`config.mk`:
```
export PLATFORM = sky130hd
export DESIGN_NAME = fir_param
export DESIGN_NICKNAME = d
export VERILOG_FILES = /design/src/rtl/fir_param.sv
export SDC_FILE = /design/constraint.sdc
export NUM_CORES = 2
export LEC_CHECK = 0
export BUFFER_PORTS_ARGS = -buffer_cell sky130_fd_sc_hd__clkbuf_2
export CAP_MARGIN = 20
export CORE_MARGIN = 5
export CORE_UTILIZATION = 30
export CTS_CLUSTER_SIZE = 20
export DETAILED_ROUTE_END_ITERATION = 10
export REMOVE_ABC_BUFFERS = 1
export SETUP_SLACK_MARGIN = 0.1
export SYNTH_ARGS = -nofsm -noshare
export SYNTH_HDL_FRONTEND = slang
export SYNTH_SLANG_ARGS = --single-unit
```
`constraint.sdc`:
```
create_clock -name clk -period 9.55 [get_ports clk]
set_input_delay 0.955 -clock clk [delete_from_list [all_inputs] [get_ports clk]]
set_output_delay 0.955 -clock clk [all_outputs]
set_load 0.1 [all_outputs]
```
`src/rtl/fir_param.sv`:
```
// fir_param: parametrised, pipelined direct-form FIR filter.
// Three register stages: delay line, per-tap products, rounded/saturated output.
// Coefficients are written into a shadow bank and copied atomically to the
// active bank on commit, so every output is computed with exactly one set.
module fir_param #(
   parameter int TAPS   = 4,
   parameter int DATA_W = 17,
   parameter int COEF_W = 17,
   parameter int OUT_W  = 36,
   parameter int SHIFT  = 0,
   localparam int AW    = $clog2(TAPS),
   localparam int ACC_W = DATA_W + COEF_W + $clog2(TAPS)
) (
   input  logic                     clk,
   input  logic                     reset,
   input  logic signed [DATA_W-1:0] x_in,
   input  logic                     in_data_vld,
   input  logic                     flush,
   input  logic                     coef_wr,
   input  logic [AW-1:0]            coef_addr,
   input  logic signed [COEF_W-1:0] coef_data,
   input  logic                     coef_commit,
   output logic signed [OUT_W-1:0]  y_out,
   output logic                     out_data_vld,
   output logic                     out_sat
);

   localparam int PROD_W = DATA_W + COEF_W;
   // Rounded value is carried one bit wider than the accumulator so the
   // rounding bias can never overflow.
   localparam int RW = ACC_W + 1;
   // Saturation compare width covers both the rounded value and the output.
   localparam int CW = (RW > OUT_W) ? RW : OUT_W;

   localparam logic signed [RW-1:0] RND_BIAS =
      (SHIFT > 0) ? (RW'(1) <<< (SHIFT > 0 ? SHIFT - 1 : 0)) : RW'(0);
   localparam logic signed [CW-1:0] Y_MAX = {{(CW-OUT_W+1){1'b0}}, {(OUT_W-1){1'b1}}};
   localparam logic signed [CW-1:0] Y_MIN = {{(CW-OUT_W+1){1'b1}}, {(OUT_W-1){1'b0}}};

   logic signed [DATA_W-1:0] dly_p1 [TAPS];
   logic                     vld_p1;
   logic signed [COEF_W-1:0] coef_shadow [TAPS];
   logic signed [COEF_W-1:0] coef_active [TAPS];
   logic signed [PROD_W-1:0] prod_p2 [TAPS];
   logic                     vld_p2;
   logic signed [ACC_W-1:0]  acc_p2;
   logic signed [RW-1:0]     rnd_p2;
   logic [OUT_W:0]           sat_p2;

   // Round half toward +inf: add half an LSB of the shifted result, then shift.
   function automatic logic signed [RW-1:0] round_shift(input logic signed [ACC_W-1:0] acc);
      logic signed [RW-1:0] ext;
      ext = RW'(acc);
      return (ext + RND_BIAS) >>> SHIFT;
   endfunction

   // Clip to the signed output range; MSB of the result is the clip flag.
   function automatic logic [OUT_W:0] saturate(input logic signed [RW-1:0] r);
      logic signed [CW-1:0] rw;
      rw = CW'(r);
      if (rw > Y_MAX)
         return {1'b1, Y_MAX[OUT_W-1:0]};
      else if (rw < Y_MIN)
         return {1'b1, Y_MIN[OUT_W-1:0]};
      else
         return {1'b0, rw[OUT_W-1:0]};
   endfunction

   // Stage 1: sample delay line; flush clears it before a same-cycle shift-in
   always_ff @(posedge clk) begin
      if (reset) begin
         for (int k = 0; k < TAPS; k++) dly_p1[k] <= '0;
         vld_p1 <= 1'b0;
      end else begin
         if (in_data_vld) begin
            dly_p1[0] <= x_in;
            for (int k = 1; k < TAPS; k++)
               dly_p1[k] <= flush ? '0 : dly_p1[k-1];
         end else if (flush) begin
            for (int k = 0; k < TAPS; k++) dly_p1[k] <= '0;
         end
         vld_p1 <= in_data_vld;
      end
   end

   // Coefficient banks: writes land in shadow; commit copies shadow (including a same-cycle write) to active
   always_ff @(posedge clk) begin
      if (reset) begin
         for (int k = 0; k < TAPS; k++) begin
            coef_shadow[k] <= '0;
            coef_active[k] <= '0;
         end
      end else begin
         for (int k = 0; k < TAPS; k++) begin
            if (coef_wr && coef_addr == AW'(k))
               coef_shadow[k] <= coef_data;
            if (coef_commit)
               coef_active[k] <= (coef_wr && coef_addr == AW'(k)) ? coef_data : coef_shadow[k];
         end
      end
   end

   // Stage 2: per-tap products against the active coefficient set
   always_ff @(posedge clk) begin
      for (int k = 0; k < TAPS; k++)
         prod_p2[k] <= PROD_W'(dly_p1[k]) * PROD_W'(coef_active[k]);
   end

   // Stage 2 valid flag
   always_ff @(posedge clk) begin
      if (reset) vld_p2 <= 1'b0;
      else       vld_p2 <= vld_p1;
   end

   // Stage 3 combinational: adder tree with guard bits, then round and saturate
   always_comb begin
      acc_p2 = '0;
      for (int k = 0; k < TAPS; k++)
         acc_p2 = acc_p2 + ACC_W'(prod_p2[k]);
      rnd_p2 = round_shift(acc_p2);
      sat_p2 = saturate(rnd_p2);
   end

   // Stage 3: output register, updated only on valid so the value holds between pulses
   always_ff @(posedge clk) begin
      if (reset) begin
         y_out        <= '0;
         out_sat      <= 1'b0;
         out_data_vld <= 1'b0;
      end else begin
         out_data_vld <= vld_p2;
         if (vld_p2)
            {out_sat, y_out} <= sat_p2;
      end
   end

endmodule

```
# After elaboration in Yosys (flattened, before gate mapping)
# Memory sizes are Yosys's and may differ from the RTL's.
# Index checks and enable logic that the tools add are counted.
# word_totals
ff_bits,40
ramBits,340
in_bits,42
n_memories,4
out_inout_bits,38
elab_cells,91
# mem_list
memory,words,width,read_ports,rd_ports_with_merged_regs,write_ports,line_no,rtl
prod_p2,4,34,4,0,4,44,logic signed [PROD_W-1:0] prod_p2 [TAPS];
coef_active,4,17,4,0,4,43,logic signed [COEF_W-1:0] coef_active [TAPS];
coef_shadow,4,17,4,0,4,42,logic signed [COEF_W-1:0] coef_shadow [TAPS];
dly_p1,4,17,4,0,4,40,logic signed [DATA_W-1:0] dly_p1 [TAPS];
# op_classes
n_eq_ne,3
mul,4
n_reduce_logical,5
bitwise_logic,16
n_addsub,3
mux,49
n_lt_le_gt_ge,2
# ops
operator,n
17-bit two-way mux,23
17-bit by 17-bit multiplier with 34-bit output,4
37-bit two-way mux,2
35-bit by 34-bit adder with 36-bit output,1
36-bit by 34-bit adder with 36-bit output,1
36-bit greater-than comparator (second input constant),1
36-bit < comparator (second input constant),1
34-bit by 34-bit adder with 35-bit output,1
1-bit two-way mux,24
1-bit OR,16
2-bit == test (second input constant),2
1-bit logical AND,4
2-bit by 1-bit == test with 1-bit output (second input constant),1
2-bit logical NOT,1

# Logic depth before layout (Yosys ltp)
# logic_depth
ltp_word,6
mapped_depth,24
mapped_depth_nobuf,23

# Least setup slack after synthesis
# No wires, ideal clock.
# synth_path
kind,reg-to-reg
start,memory dly_p1[0][16]
end,memory prod_p2[0][32] (netlist bit)
path_stages_with_launch,21
t_arrival_ns,6.117
slack_ns,3.311
setup_time_ns,0.122
required_time_ns,9.428
n_path_buf,2
synth_period_minus_slack_ns,6.239
path_cell_list,dfxtp_1 > clkbuf_1 > clkbuf_1 > nand2_1 > inv_1 > fa_1 > fa_1 > fa_1 > fa_1 > fa_1 > inv_1 > fa_1 > inv_1 > ha_1 > nand3_1 > nor2_1 > nand3_1 > or3b_1 > a31oi_1 > nor4_1 > a311o_1
# synth_rtl
element,line_no
"start, declared",40
"end, declared",44

==> impl_results.md <==
- CTS H-tree lvls: 2
- Post-CTS Setup Bufs: 0
- # clock sinks: 380
- Global route overflow: 0
- Final weighted congestion of routability-driven global placement: 0.9255
- Buffers on Ports: 79
- Nets: 7,739
- Pwr per Cell Area: 179.0 nW/um2
- Number of buffer and inverter instances along the worst setup path: 4
- Maximum vdd ir drop: 0.2433 mV
- Worst hold path type: reg -> reg
- Fmax: 141.6 MHz
- Final design instance area without fill: 63,970 um2
- Inserted Clock Buffers: 48
- Static leakage: 0.03204 uW
- Cell count after synthesis: 6,135
- Number of remaining DRC errors: 0
- Top FF cell, synth: sky130_fd_sc_hd__dfxtp_1
- Crit Path Class: reg -> reg
- FP Rows: 163
- Distinct cell type count of the synthesized netlist: 74
- Antenna-violating nets left: 0
- Total number of vias: 40,250
- Wire length after detailed routing: 157.1 mm
- Post-synthesis to final-layout area growth: 8.022%
- Crit-path most repeated cell: sky130_fd_sc_hd__fa_1
- Starting density of the core: 0.3009
- Synth Cell Area: 59,220 um2
- Number of warnings reported in the yosys synthesis log: 0
- Delay-heaviest family, CP: adder cells
- Final worst clock skew: 0.05551 ns
- Detailed placement HPWL: 127.7 mm
- Largest net degree at the start of global routing: 53
- Number of DRC markers after the initial detailed-route iteration: 2,247
- Hold Violations, Final: 0
- RSZ-0062 raised after global routing: no
- Portion of total power attributed to the clock network: 0.166
- Most used cells in the layout excluding fill and tap cells: sky130_fd_sc_hd__inv_1 (1,433), sky130_fd_sc_hd__fa_1 (1,253), sky130_fd_sc_hd__nand2_1 (691)
- Largest fanout on the critical path: 18
- Number of hold buffers added after CTS: 0
- Number of detailed-routing iterations run before antenna repair: 6
- Initial antenna violation count: 14
- Clock transition time at the flip-flop clock pins of the worst setup and hold paths: 0.06 ns
- Total Negative Setup Slacks: 0 ns
- Clock network latency to the later pin of the worst-skew pair: 0.65 ns
- Share of cells above drive strength 1: 0.03388
- Post-synthesis sequential area ratio: 0.1572
- Endpoint kind of the worst setup timing path: flip-flop
- Io pins: 80
- Outcome: finished, final reports clean
- Number of enable-type register cells in the synthesized netlist: 170
- Required time at the endpoint of the critical path: 10.00 ns
- Setup slack of the worst register-to-register path: 2.49 ns
- Net switching fraction of the power: 0.4999
- Dpl cell area: 62,260 um2
- Total routing usage reported by global routing: 0.1571
- Count of maximum capacitance violations: 0
- Post-synthesis register bit count: 380
- Number of fillers in the final layout: 20,180
- Slowest stage cell, crit path: sky130_fd_sc_hd__dfxtp_1
- Die Wd: 454.3 um
- Buffer cell driving the clock tree root: sky130_fd_sc_hd__clkbuf_16
- Share of flip-flops with an asynchronous set or reset: 0
- Average detailed-routed wire length per instance: 17.94 um
- Setup-failing EPs final: 0
- Core Region: 196,800 um2
- Actual slew at the worst max-slew pin: 1.100 ns
- Final critical path time including I/O delays and setup: 7.062 ns
- Part of the power in registers: 0.203
- Commonest non-fill, non-tap cell in the layout: sky130_fd_sc_hd__inv_1
- Arrival @ worst endpoint: 7.51 ns
- Global-route wire length before repair: 256.5 mm
- Register Area: 9310 um2
- CTS tree: yes
- Startpoint Class: flip-flop
- Total internal power: 5725 uW
- Cell chain of the critical path: and2_1, fa_1, inv_1, fa_1, fa_1, inv_1, fa_1, fa_1, inv_1, fa_1, inv_1, ha_1, a21o_1, a21o_1, a21oi_1, o21ai_0, o21ai_1, a21oi_1, o31ai_1, or4b_1, o311ai_1
- Post-cts resize count: 0
- Total area of multi-input combinational cells: 43,720 um2
- Total Die Area: 206,400 um2
- Mean cell area of the mapped netlist: 9.653 um2
- Crit-path max cell delay: 0.94 ns
- Die height: 454.3 um
- Worst slew margin relative to its limit: 0.2658
- Share of the clock period used by the worst path after layout: 0.7395
- Avg Vias per Cell: 4.596
- Clk buf depth: 3
- Power spent charging and discharging nets: 5724 uW
- Combinational power share: 0.630
- Via count of the first global-routing pass: 45,000
- Slew Viols, Final: 0
==> power by group through the flow <==
stage / clock (uW) / combinational, uW / sequential, uW
2_1_floorplan: 0 / 4780 / 2380
3_3_place_gp: 0 / 7160 / 2360
3_5_place_dp: 0 / 7190 / 2360
4_1_cts: 1960 / 7260 / 2330
5_1_grt: 2010 / 7930 / 2360
6_report: 1910 / 7220 / 2330
==> layer usage <==
metal,up-vias,track usage,share of wire
met5,-,0,0.00024
met3,240,0.02134,0.054
met2,1080,0.2709,0.49
met4,6,0.04647,0.032
li1,18170,-,-
met1,20750,0.2060,0.43
==> Yosys cell counts, types with 5 or more instances <==
cell type                  number  area [um2]
sky130_fd_sc_hd__inv_1       1433        5379
sky130_fd_sc_hd__fa_1        1253       25080
sky130_fd_sc_hd__nand2_1      691        2594
sky130_fd_sc_hd__and2_1       657        4110
sky130_fd_sc_hd__ha_1         375        4692
sky130_fd_sc_hd__a21oi_1      212        1061
sky130_fd_sc_hd__dfxtp_1      210        4204
sky130_fd_sc_hd__clkbuf_1     205       769.5
sky130_fd_sc_hd__nor2_1       191       716.9
sky130_fd_sc_hd__edfxtp_1     170        5105
sky130_fd_sc_hd__xnor2_1      143        1252
sky130_fd_sc_hd__a21o_1        59       442.9
sky130_fd_sc_hd__and3_1        48       300.3
sky130_fd_sc_hd__mux2i_1       46       460.4
sky130_fd_sc_hd__nand2b_1      46       287.8
sky130_fd_sc_hd__o21ai_0       41       205.2
sky130_fd_sc_hd__xor2_1        29       254.0
sky130_fd_sc_hd__o21a_1        24       180.2
sky130_fd_sc_hd__o21ai_1       24       120.1
sky130_fd_sc_hd__a211oi_1      22       165.2
sky130_fd_sc_hd__nand3_1       22       110.1
sky130_fd_sc_hd__nor3_1        22       110.1
sky130_fd_sc_hd__nor2b_1       21       131.4
sky130_fd_sc_hd__nor3b_1       21       157.7
sky130_fd_sc_hd__o21bai_1      18       135.1
sky130_fd_sc_hd__a31oi_1       14       87.58
sky130_fd_sc_hd__o211ai_1      11       82.58
sky130_fd_sc_hd__nand4_1        8       50.05
sky130_fd_sc_hd__buf_1          7       26.28
sky130_fd_sc_hd__or2_2          7       43.79
sky130_fd_sc_hd__or3_1          7       43.79
sky130_fd_sc_hd__nor4_1         6       37.54
sky130_fd_sc_hd__o22ai_1        6       37.54
sky130_fd_sc_hd__a221oi_1       5       43.79
sky130_fd_sc_hd__buf_2          5       25.02
==> metrics by stage <==
step                setup slack (ns)  cells  power (uW)  hold slack [ns]    util
floorplan                      3.468   5918        7164           0.4138       -
global placement               2.584   8655        9519           0.4154  0.3163
detailed placement             2.524   8657        9554           0.4232  0.3164
CTS                            2.447   8747       11550           0.4498  0.3247
global route                   2.107   8755       12300           0.4598  0.3250
finish                         2.488   8757       11450           0.4431  0.3250
==> final timing paths <==
path	from	endpoint	cells after the start
worst max register to register	dly_p1[3][7]	prod_p2[3][26]	21
worst max-delay path	dly_p1[3][7]	prod_p2[3][26]	21
worst min register to register	vld_p1	vld_p2	1
worst min-delay path	vld_p1	vld_p2	1
==> state kept, by name, indices dropped and copies added, names as in the netlist <==
| signal | cells |
|---|---|
| coef_shadow | 68 |
| dly_p1 | 68 |
| out_data_vld | 1 |
| out_sat | 1 |
| prod_p2 | 136 |
| y_out | 36 |
| vld_p2 | 1 |
| vld_p1 | 1 |
| coef_active | 68 |
==> cell type report <==
cell class                 instances  area share
multi-input combinational       4105      0.6835
timing repair buffer             101    0.009173
inverter                        1433     0.08408
sequential                       380      0.1455
antenna                            8   0.0003129
tap                             2640     0.05164
clock inverter                    31    0.005359
clock buffer                      59     0.02044
==> logic make-up after synthesis <==
logic type / count (synthesis) / share of synthesized area
DFF: 380 / 0.1572
muxes: 46 / 0.007775
and+or+nand+nor: 1766 / 0.1495
buffers and inverters: 1650 / 0.1047
xor gates and xnor gates: 172 / 0.02544
AOI/OAI and AO/OA: 493 / 0.05261
adders and majority gates: 1628 / 0.5028
Note: power is estimated with default switching activity, not from simulation.
